===== config.mk =====
export PLATFORM = sky130hd
export DESIGN_NAME = imem_stream_loader_flat
export DESIGN_NICKNAME = d
export VERILOG_FILES = /design/src/rtl/imem_stream_loader_pkg.sv /design/src/rtl/imem_stream_loader_if.sv /design/src/rtl/imem_stream_loader_byte_packer.sv /design/src/rtl/imem_stream_loader.sv /design/src/flat_wrapper.sv
export SDC_FILE = /design/constraint.sdc
export NUM_CORES = 1
export LEC_CHECK = 0
export ABC_AREA = 1
export CAP_MARGIN = 5
export CORE_MARGIN = 1
export CORE_UTILIZATION = 45
export CTS_CLUSTER_DIAMETER = 60
export DETAILED_ROUTE_END_ITERATION = 6
export MAX_ROUTING_LAYER = met4
export PLACE_DENSITY_LB_ADDON = 0.3
export SETUP_SLACK_MARGIN = 0.05
export SYNTH_ARGS = -nofsm -noshare
export SYNTH_HDL_FRONTEND = slang
export SYNTH_SLANG_ARGS = --single-unit

===== constraint.sdc =====
create_clock -name clk -period 4.9 [get_ports clk]
set_input_delay 1.47 -clock clk [delete_from_list [all_inputs] [get_ports clk]]
set_output_delay 1.47 -clock clk [all_outputs]
set_load 0.005 [all_outputs]

===== src/rtl/imem_stream_loader_pkg.sv =====
// Shared types and constants for the instruction-memory stream loader.
package imem_loader_pkg;

    localparam int HDR_BYTES = 4;   // bytes per little-endian field (length, word, checksum)
    localparam int INSTR_W   = 32;  // instruction word width

    typedef enum logic [2:0] {
        S_LEN,
        S_LOAD,
        S_CSUM,
        S_HOLD,
        S_RUN,
        S_ERR
    } loader_state_t;

endpackage


===== src/rtl/imem_stream_loader_if.sv =====
// Byte-stream input, imem write port and core control bundled for the loader.
// master: boot byte source / environment side.  slave: the loader itself.
interface imem_stream_loader_if
    import imem_loader_pkg::*;
#(
    parameter int ADDR_W = 10
);
    logic [7:0]         in_data;
    logic               in_valid;
    logic               in_ready;
    logic               imem_we;
    logic [ADDR_W-1:0]  imem_addr;
    logic [INSTR_W-1:0] imem_wdata;
    logic               core_rst;
    logic               done;
    logic               err;

    modport master (
        output in_data, in_valid,
        input  in_ready, imem_we, imem_addr, imem_wdata, core_rst, done, err
    );

    modport slave (
        input  in_data, in_valid,
        output in_ready, imem_we, imem_addr, imem_wdata, core_rst, done, err
    );
endinterface


===== src/rtl/imem_stream_loader_byte_packer.sv =====
// Assembles four accepted bytes into a little-endian word {b3,b2,b1,b0}.
// word_valid pulses combinationally on the cycle the 4th byte is accepted;
// only the first three bytes need storing since the 4th is on byte_data.
module byte_packer
    import imem_loader_pkg::*;
(
    input  logic               clk,
    input  logic               rst,
    input  logic               clr,
    input  logic               byte_valid,
    input  logic [7:0]         byte_data,
    output logic               word_valid,
    output logic [INSTR_W-1:0] word
);
    localparam int CNT_W = $clog2(HDR_BYTES);
    localparam int SH_W  = INSTR_W - 8;

    logic [CNT_W-1:0] cnt_q, cnt_d;
    logic [SH_W-1:0]  shift_q, shift_d;

    // Next byte count and shift contents; newest byte enters at the top.
    always_comb begin
        cnt_d   = cnt_q;
        shift_d = shift_q;
        if (clr) begin
            cnt_d   = '0;
            shift_d = '0;
        end else if (byte_valid) begin
            cnt_d   = cnt_q + CNT_W'(1);
            shift_d = {byte_data, shift_q[SH_W-1:8]};
        end
    end

    assign word_valid = byte_valid && !clr && (cnt_q == CNT_W'(HDR_BYTES - 1));
    assign word       = {byte_data, shift_q};

    // Byte counter and partial-word storage.
    always_ff @(posedge clk or posedge rst) begin
        if (rst) begin
            cnt_q   <= '0;
            shift_q <= '0;
        end else begin
            cnt_q   <= cnt_d;
            shift_q <= shift_d;
        end
    end
endmodule


===== src/rtl/imem_stream_loader.sv =====
// Instruction-memory program loader: parses [N][N words][checksum] from a
// byte stream, writes the words to imem and holds the core in reset until
// RST_HOLD cycles after the last write.
// Optional checksum field and 32-bit word sum: define IMEM_LOADER_CHECKSUM_EN.
module imem_stream_loader
    import imem_loader_pkg::*;
#(
    parameter int IMEM_DEPTH = 1024,
    parameter int ADDR_W     = $clog2(IMEM_DEPTH),
    parameter int RST_HOLD   = 10
) (
    input  logic                clk,
    input  logic                rst,
    imem_stream_loader_if.slave bus
);
    localparam int                 HOLD_W    = (RST_HOLD > 1) ? $clog2(RST_HOLD) : 1;
    localparam logic [HOLD_W-1:0]  HOLD_INIT = HOLD_W'(RST_HOLD - 1);
    localparam logic [ADDR_W:0]    IDX_ONE   = (ADDR_W + 1)'(1);
    localparam logic [INSTR_W-1:0] DEPTH_W   = INSTR_W'(IMEM_DEPTH);

    loader_state_t      state_q, state_d;
    logic [ADDR_W:0]    word_idx_q, word_idx_d;   // one extra bit so N = IMEM_DEPTH fits
    logic [ADDR_W:0]    n_q, n_d;
    logic [HOLD_W-1:0]  hold_q, hold_d;
    logic               we_q, we_d;
    logic [ADDR_W-1:0]  addr_q, addr_d;
    logic [INSTR_W-1:0] wdata_q, wdata_d;
    logic               core_rst_q, core_rst_d;
    logic               done_q, done_d;
    logic               err_q, err_d;
`ifdef IMEM_LOADER_CHECKSUM_EN
    logic [INSTR_W-1:0] csum_q, csum_d;
`endif

    logic               in_ready;
    logic               accept;
    logic               word_valid;
    logic [INSTR_W-1:0] word;

    // Ready is purely a function of state so a byte is never half-accepted.
    assign in_ready = (state_q == S_LEN) || (state_q == S_LOAD) || (state_q == S_CSUM);
    assign accept   = bus.in_valid && in_ready;

    byte_packer u_packer (
        .clk        (clk),
        .rst        (rst),
        .clr        (!in_ready),
        .byte_valid (accept),
        .byte_data  (bus.in_data),
        .word_valid (word_valid),
        .word       (word)
    );

    // Next-state, write-port and status decode.
    always_comb begin
        state_d    = state_q;
        word_idx_d = word_idx_q;
        n_d        = n_q;
        hold_d     = hold_q;
        we_d       = 1'b0;
        addr_d     = addr_q;
        wdata_d    = wdata_q;
`ifdef IMEM_LOADER_CHECKSUM_EN
        csum_d     = csum_q;
`endif
        case (state_q)
            S_LEN: begin
                if (word_valid) begin
                    if (word > DEPTH_W) begin
                        state_d = S_ERR;
                    end else if (word == '0) begin
`ifdef IMEM_LOADER_CHECKSUM_EN
                        state_d = S_CSUM;
`else
                        state_d = S_HOLD;
                        hold_d  = HOLD_INIT;
`endif
                    end else begin
                        state_d = S_LOAD;
                        n_d     = word[ADDR_W:0];
                    end
                end
            end
            S_LOAD: begin
                if (word_valid) begin
                    we_d       = 1'b1;
                    addr_d     = word_idx_q[ADDR_W-1:0];
                    wdata_d    = word;
                    word_idx_d = word_idx_q + IDX_ONE;
`ifdef IMEM_LOADER_CHECKSUM_EN
                    csum_d     = csum_q + word;
`endif
                    if (word_idx_q == n_q - IDX_ONE) begin
`ifdef IMEM_LOADER_CHECKSUM_EN
                        state_d = S_CSUM;
`else
                        state_d = S_HOLD;
                        hold_d  = HOLD_INIT;
`endif
                    end
                end
            end
`ifdef IMEM_LOADER_CHECKSUM_EN
            S_CSUM: begin
                if (word_valid) begin
                    if (word == csum_q) begin
                        state_d = S_HOLD;
                        hold_d  = HOLD_INIT;
                    end else begin
                        state_d = S_ERR;
                    end
                end
            end
`endif
            S_HOLD: begin
                if (hold_q == '0) begin
                    state_d = S_RUN;
                end else begin
                    hold_d = hold_q - HOLD_W'(1);
                end
            end
            S_RUN:   state_d = S_RUN;
            S_ERR:   state_d = S_ERR;
            default: state_d = S_ERR;
        endcase

        core_rst_d = (state_d != S_RUN);
        done_d     = (state_d == S_RUN);
        err_d      = (state_d == S_ERR);
    end

    // State and registered outputs; rst returns everything to the idle image-load point.
    always_ff @(posedge clk or posedge rst) begin
        if (rst) begin
            state_q    <= S_LEN;
            word_idx_q <= '0;
            n_q        <= '0;
            hold_q     <= '0;
            we_q       <= 1'b0;
            addr_q     <= '0;
            wdata_q    <= '0;
            core_rst_q <= 1'b1;
            done_q     <= 1'b0;
            err_q      <= 1'b0;
`ifdef IMEM_LOADER_CHECKSUM_EN
            csum_q     <= '0;
`endif
        end else begin
            state_q    <= state_d;
            word_idx_q <= word_idx_d;
            n_q        <= n_d;
            hold_q     <= hold_d;
            we_q       <= we_d;
            addr_q     <= addr_d;
            wdata_q    <= wdata_d;
            core_rst_q <= core_rst_d;
            done_q     <= done_d;
            err_q      <= err_d;
`ifdef IMEM_LOADER_CHECKSUM_EN
            csum_q     <= csum_d;
`endif
        end
    end

    assign bus.in_ready   = in_ready;
    assign bus.imem_we    = we_q;
    assign bus.imem_addr  = addr_q;
    assign bus.imem_wdata = wdata_q;
    assign bus.core_rst   = core_rst_q;
    assign bus.done       = done_q;
    assign bus.err        = err_q;
endmodule


===== src/flat_wrapper.sv =====
// flat-port wrapper written by rule: the top's interface ports become plain ports
module imem_stream_loader_flat import imem_loader_pkg::*;
#(
    parameter int IMEM_DEPTH = 1024,
    parameter int ADDR_W     = $clog2(IMEM_DEPTH),
    parameter int RST_HOLD   = 10
)
  (clk, rst, bus_in_data, bus_in_valid, bus_in_ready, bus_imem_we, bus_imem_addr, bus_imem_wdata, bus_core_rst, bus_done, bus_err);
  imem_stream_loader_if #(.ADDR_W(ADDR_W)) bus_i ();
  input  logic clk;
  input  logic rst;
  input wire logic [$bits(bus_i.in_data)-1:0] bus_in_data;
  input wire logic [$bits(bus_i.in_valid)-1:0] bus_in_valid;
  output wire logic [$bits(bus_i.in_ready)-1:0] bus_in_ready;
  output wire logic [$bits(bus_i.imem_we)-1:0] bus_imem_we;
  output wire logic [$bits(bus_i.imem_addr)-1:0] bus_imem_addr;
  output wire logic [$bits(bus_i.imem_wdata)-1:0] bus_imem_wdata;
  output wire logic [$bits(bus_i.core_rst)-1:0] bus_core_rst;
  output wire logic [$bits(bus_i.done)-1:0] bus_done;
  output wire logic [$bits(bus_i.err)-1:0] bus_err;
  assign bus_i.in_data = bus_in_data;
  assign bus_i.in_valid = bus_in_valid;
  assign bus_in_ready = bus_i.in_ready;
  assign bus_imem_we = bus_i.imem_we;
  assign bus_imem_addr = bus_i.imem_addr;
  assign bus_imem_wdata = bus_i.imem_wdata;
  assign bus_core_rst = bus_i.core_rst;
  assign bus_done = bus_i.done;
  assign bus_err = bus_i.err;
  imem_stream_loader #(.IMEM_DEPTH(IMEM_DEPTH), .ADDR_W(ADDR_W), .RST_HOLD(RST_HOLD)) u_core (.clk(clk), .rst(rst), .bus(bus_i));
endmodule

==> impl_metrics.toml <==
[outcome]
run_status = "completed"

[grt]
antenna_found_initial = 0
first_global_vias = 3239
global_route_wire_length_before_repair_mm = 15.3
grt_max_degree = 88
overflow = 0
global_route.usage.total_pct = 19.5

[worst_setup_path]
endpoint = "u_core.hold_q[2]"
crit_arrival_ns = 3.47
cp_max_fo = 87
crit-reg2reg-launch = "u_core.state_q[1]"
crit-reg2reg-capture = "u_core.hold_q[2]"
r2r_setup_slack_ns = 2.69
start_kind = "input pin"
startpoint = "bus_in_valid"
worstSetupPathType = "in -> reg"
worstPathRequired_ns = 5.21
worstSetupEndpointType = "register"
worstRegToRegCells = 10

[route]
drcViolationCount = 0
detail_route.vias_per_cell = 4.86
avgRoutedWirePerCell_um = 12.9
drt.antenna.violating_nets = 0
dr.first_iter.drc_count = 169
firstDrtPassIters = 5
total_number_of_vias = 3342
postRouteWirelength_mm = 8.89

[timing]
worst_slew_margin_rel_pct = 46.1
final_tns_setup_ns = 0
slew_viol_final = 0
rsz_0062_raised_after_global_routing = "false"
hold_viol = 0
final.hold.worst_slack_ns = 0.486
worst_clock_skew_ns = 0.0130
worst_pin_slew_ns = 0.808
max_freq_mhz = 316
final.period_utilization_pct = 64.6
finalWorstPathRequiredPeriod_ns = 3.16
setup_violations = 0

[logic_synthesis]
ys.warnings.count = 0
synth_edf_count = 0
synth.lib_cells_used.distinct = 35
asyncSetResetFlopFracSynth_pct = 100
synthesis.area_per_instance_um2 = 9.11
post_synth_inst_count = 496
ys_dominant_reg_cell = "sky130_fd_sc_hd__dfrtp_1"
yosys_register_bits = 101
postSynthNetCount = 512
synth_seq_area_share_pct = 56.0
post_synth_instance_area_um2 = 4520

[cells_and_area]
area.growth.synth_to_final_pct = 19.7
layout-drive-gt1-share_pct = 8.48
final-instance-count-excl-fill = 687
n_antenna_cell = 0
finish.instance_area_um2 = 5410
finish.net_count = 565

[clock_network]
cts_hold_buffers = 0
cts.repair_timing.setup_buffer_count = 0
cts_made_buffers = 9
clock-sinks = 101
cts-root-to-sink-buffers = 2
ctsHtreeMaxLevel = 3
clkSlewWorstSetupHoldPaths_ns = 0.10
worstSkewPairLatency_ns = 0.37
cts_resized = 0
tritoncts = "done"
root_buf_cell = "sky130_fd_sc_hd__clkbuf_8"

[floorplanning]
die_x_um = 102
std_cell_rows = 36
ioPinCount = 58
fp.dieArea_um2 = 10400
die_h_um = 102
initial_core_utilization_pct = 46.2
core_area_um2 = 9770

[pwr]
ir_worst_vdd_mv = 0.167
power_w = 0.00142
static-leakage-power_nw = 2.60
power-per-cell-area_nw_per_um2 = 263

[placed_design]
place.detailed.hpwl_mm = 6.30
placement.cell_area_um2 = 5190
portBuffers = 57
post-place-cells = 671
globalplace.congestion = 0.792

[run]
max_cap_viol_count = 0

[min_path]
worst_hold_path_type = "reg -> reg"
worst max-delay path, stage by stage:
cell                              delay (ns)
sky130_fd_sc_hd__clkdlybuf4s50_1        0.47
sky130_fd_sc_hd__nand2_4                0.30
sky130_fd_sc_hd__nor2_8                 0.07
sky130_fd_sc_hd__nand2_8                0.34
sky130_fd_sc_hd__clkinv_1               0.34
sky130_fd_sc_hd__nand4_2                0.24
sky130_fd_sc_hd__nand3_1                0.09
sky130_fd_sc_hd__nand2_1                0.08
worst min path at each step:
| stage | from | end | slack, ns | cells past startpoint |
|---|---|---|---|---|
| 5_1_grt | u_core.bus.imem_addr[3] | u_core.bus.imem_addr[3] | 0.51 | 2 |
| 2_1_floorplan | u_core.u_packer.cnt_q[1] | u_core.u_packer.cnt_q[1] | 0.45 | 2 |
| 6_report | u_core.bus.imem_addr[6] | u_core.bus.imem_addr[6] | 0.49 | 2 |
| 3_3_place_gp | u_core.u_packer.cnt_q[1] | u_core.u_packer.cnt_q[1] | 0.46 | 2 |
| 3_5_place_dp | u_core.bus.imem_addr[6] | u_core.bus.imem_addr[6] | 0.47 | 2 |
| 4_1_cts | u_core.bus.imem_addr[6] | u_core.bus.imem_addr[6] | 0.49 | 2 |
cells in the mapped netlist (all sizes together) (2+ instances only):
cell type,instances,area [um^2]
inv,69,259
xor2,17,149
o21ai,55,275
xnor2,6,52.6
buf,14,68.8
clkbuf,3,12.5
nand3b,2,15.0
nand4,9,62.6
nand3,25,130
a21oi,3,15.0
dfrtp,100,2500
nor3,4,41.3
o22ai,24,150
nand2,119,480
nor2,37,199
ha,5,62.6
stage by stage:
step	setup WS [ns]	utilization, %
after floorplan	0.785	-
after global placement	1.44	53.1
after detailed placement	1.37	53.1
after CTS	1.76	55.3
after global routing	1.55	55.3
final	1.74	55.3
state kept, by name, summed over array words and instances, names as in the netlist:
register,flops
u_core.state_q,3
u_core.hold_q,4
u_core.bus.imem_addr,10
u_core.n_q,11
u_core.u_packer.shift_q,24
u_core.bus.done,1
u_core.u_packer.cnt_q,2
u_core.word_idx_q,11
u_core.bus.err,1
u_core.bus.imem_wdata,32
u_core.bus.core_rst,1
u_core.bus.imem_we,1
logic make-up (layout without fill, tap and decap cells):
group,after synthesis,in the layout,share of synthesized area [%]
flip-flops,101,101,56.0
AND/OR/NAND/NOR,197,197,20.7
adder cells (fa/ha/maj),5,5,1.38
AO/OA/AOI/OAI,83,83,9.91
buffers and inverters,87,145,7.61
XOR/XNOR,23,23,4.46
layout make-up:
type | instances | area [um^2]
Multi-Input combinational cell | 308 | 1650
Clock buffer | 10 | 138
Sequential cell | 101 | 2530
Clock inverter | 6 | 77.6
Tap cell | 133 | 166
Fill cell | 906 | 4370
Timing Repair Buffer | 59 | 586
Inverter | 70 | 265
report_power, final:
group,internal (W),leakage [nW],switching (W)
clock,0.000260,0.107,0.000299
combinational,0.00000884,1.13,0.0000204
sequential,0.000833,1.36,0
total,0.00110,2.60,0.000319
routing by layer:
| metal | part of all wire, % | wire length, um | up-vias | GRT usage, % |
|---|---|---|---|---|
| li1 | - | - | 1686 | - |
| met5 | 0 | 0 | - | - |
| met1 | 49 | 4350 | 1581 | 26.7 |
| met3 | 3.3 | 296 | 9 | 3.63 |
| met2 | 47 | 4160 | 66 | 29.9 |
| met4 | 0.96 | 85 | 0 | 5.16 |
cell usage in the layout (no fill, tap or decap), drive strengths merged, types with 3 or more instances in the layout:
master,netlist,final
clkdlybuf4s50,0,57
o21ai,55,55
dfrtp,100,100
nand4,9,9
ha,5,5
o22ai,24,24
nor3,4,4
clkbuf,3,10
inv,69,72
xor2,17,17
nand3,25,25
xnor2,6,6
nand2,119,119
nor2,37,37
a21oi,3,3
(Power assumes the default switching activity.)
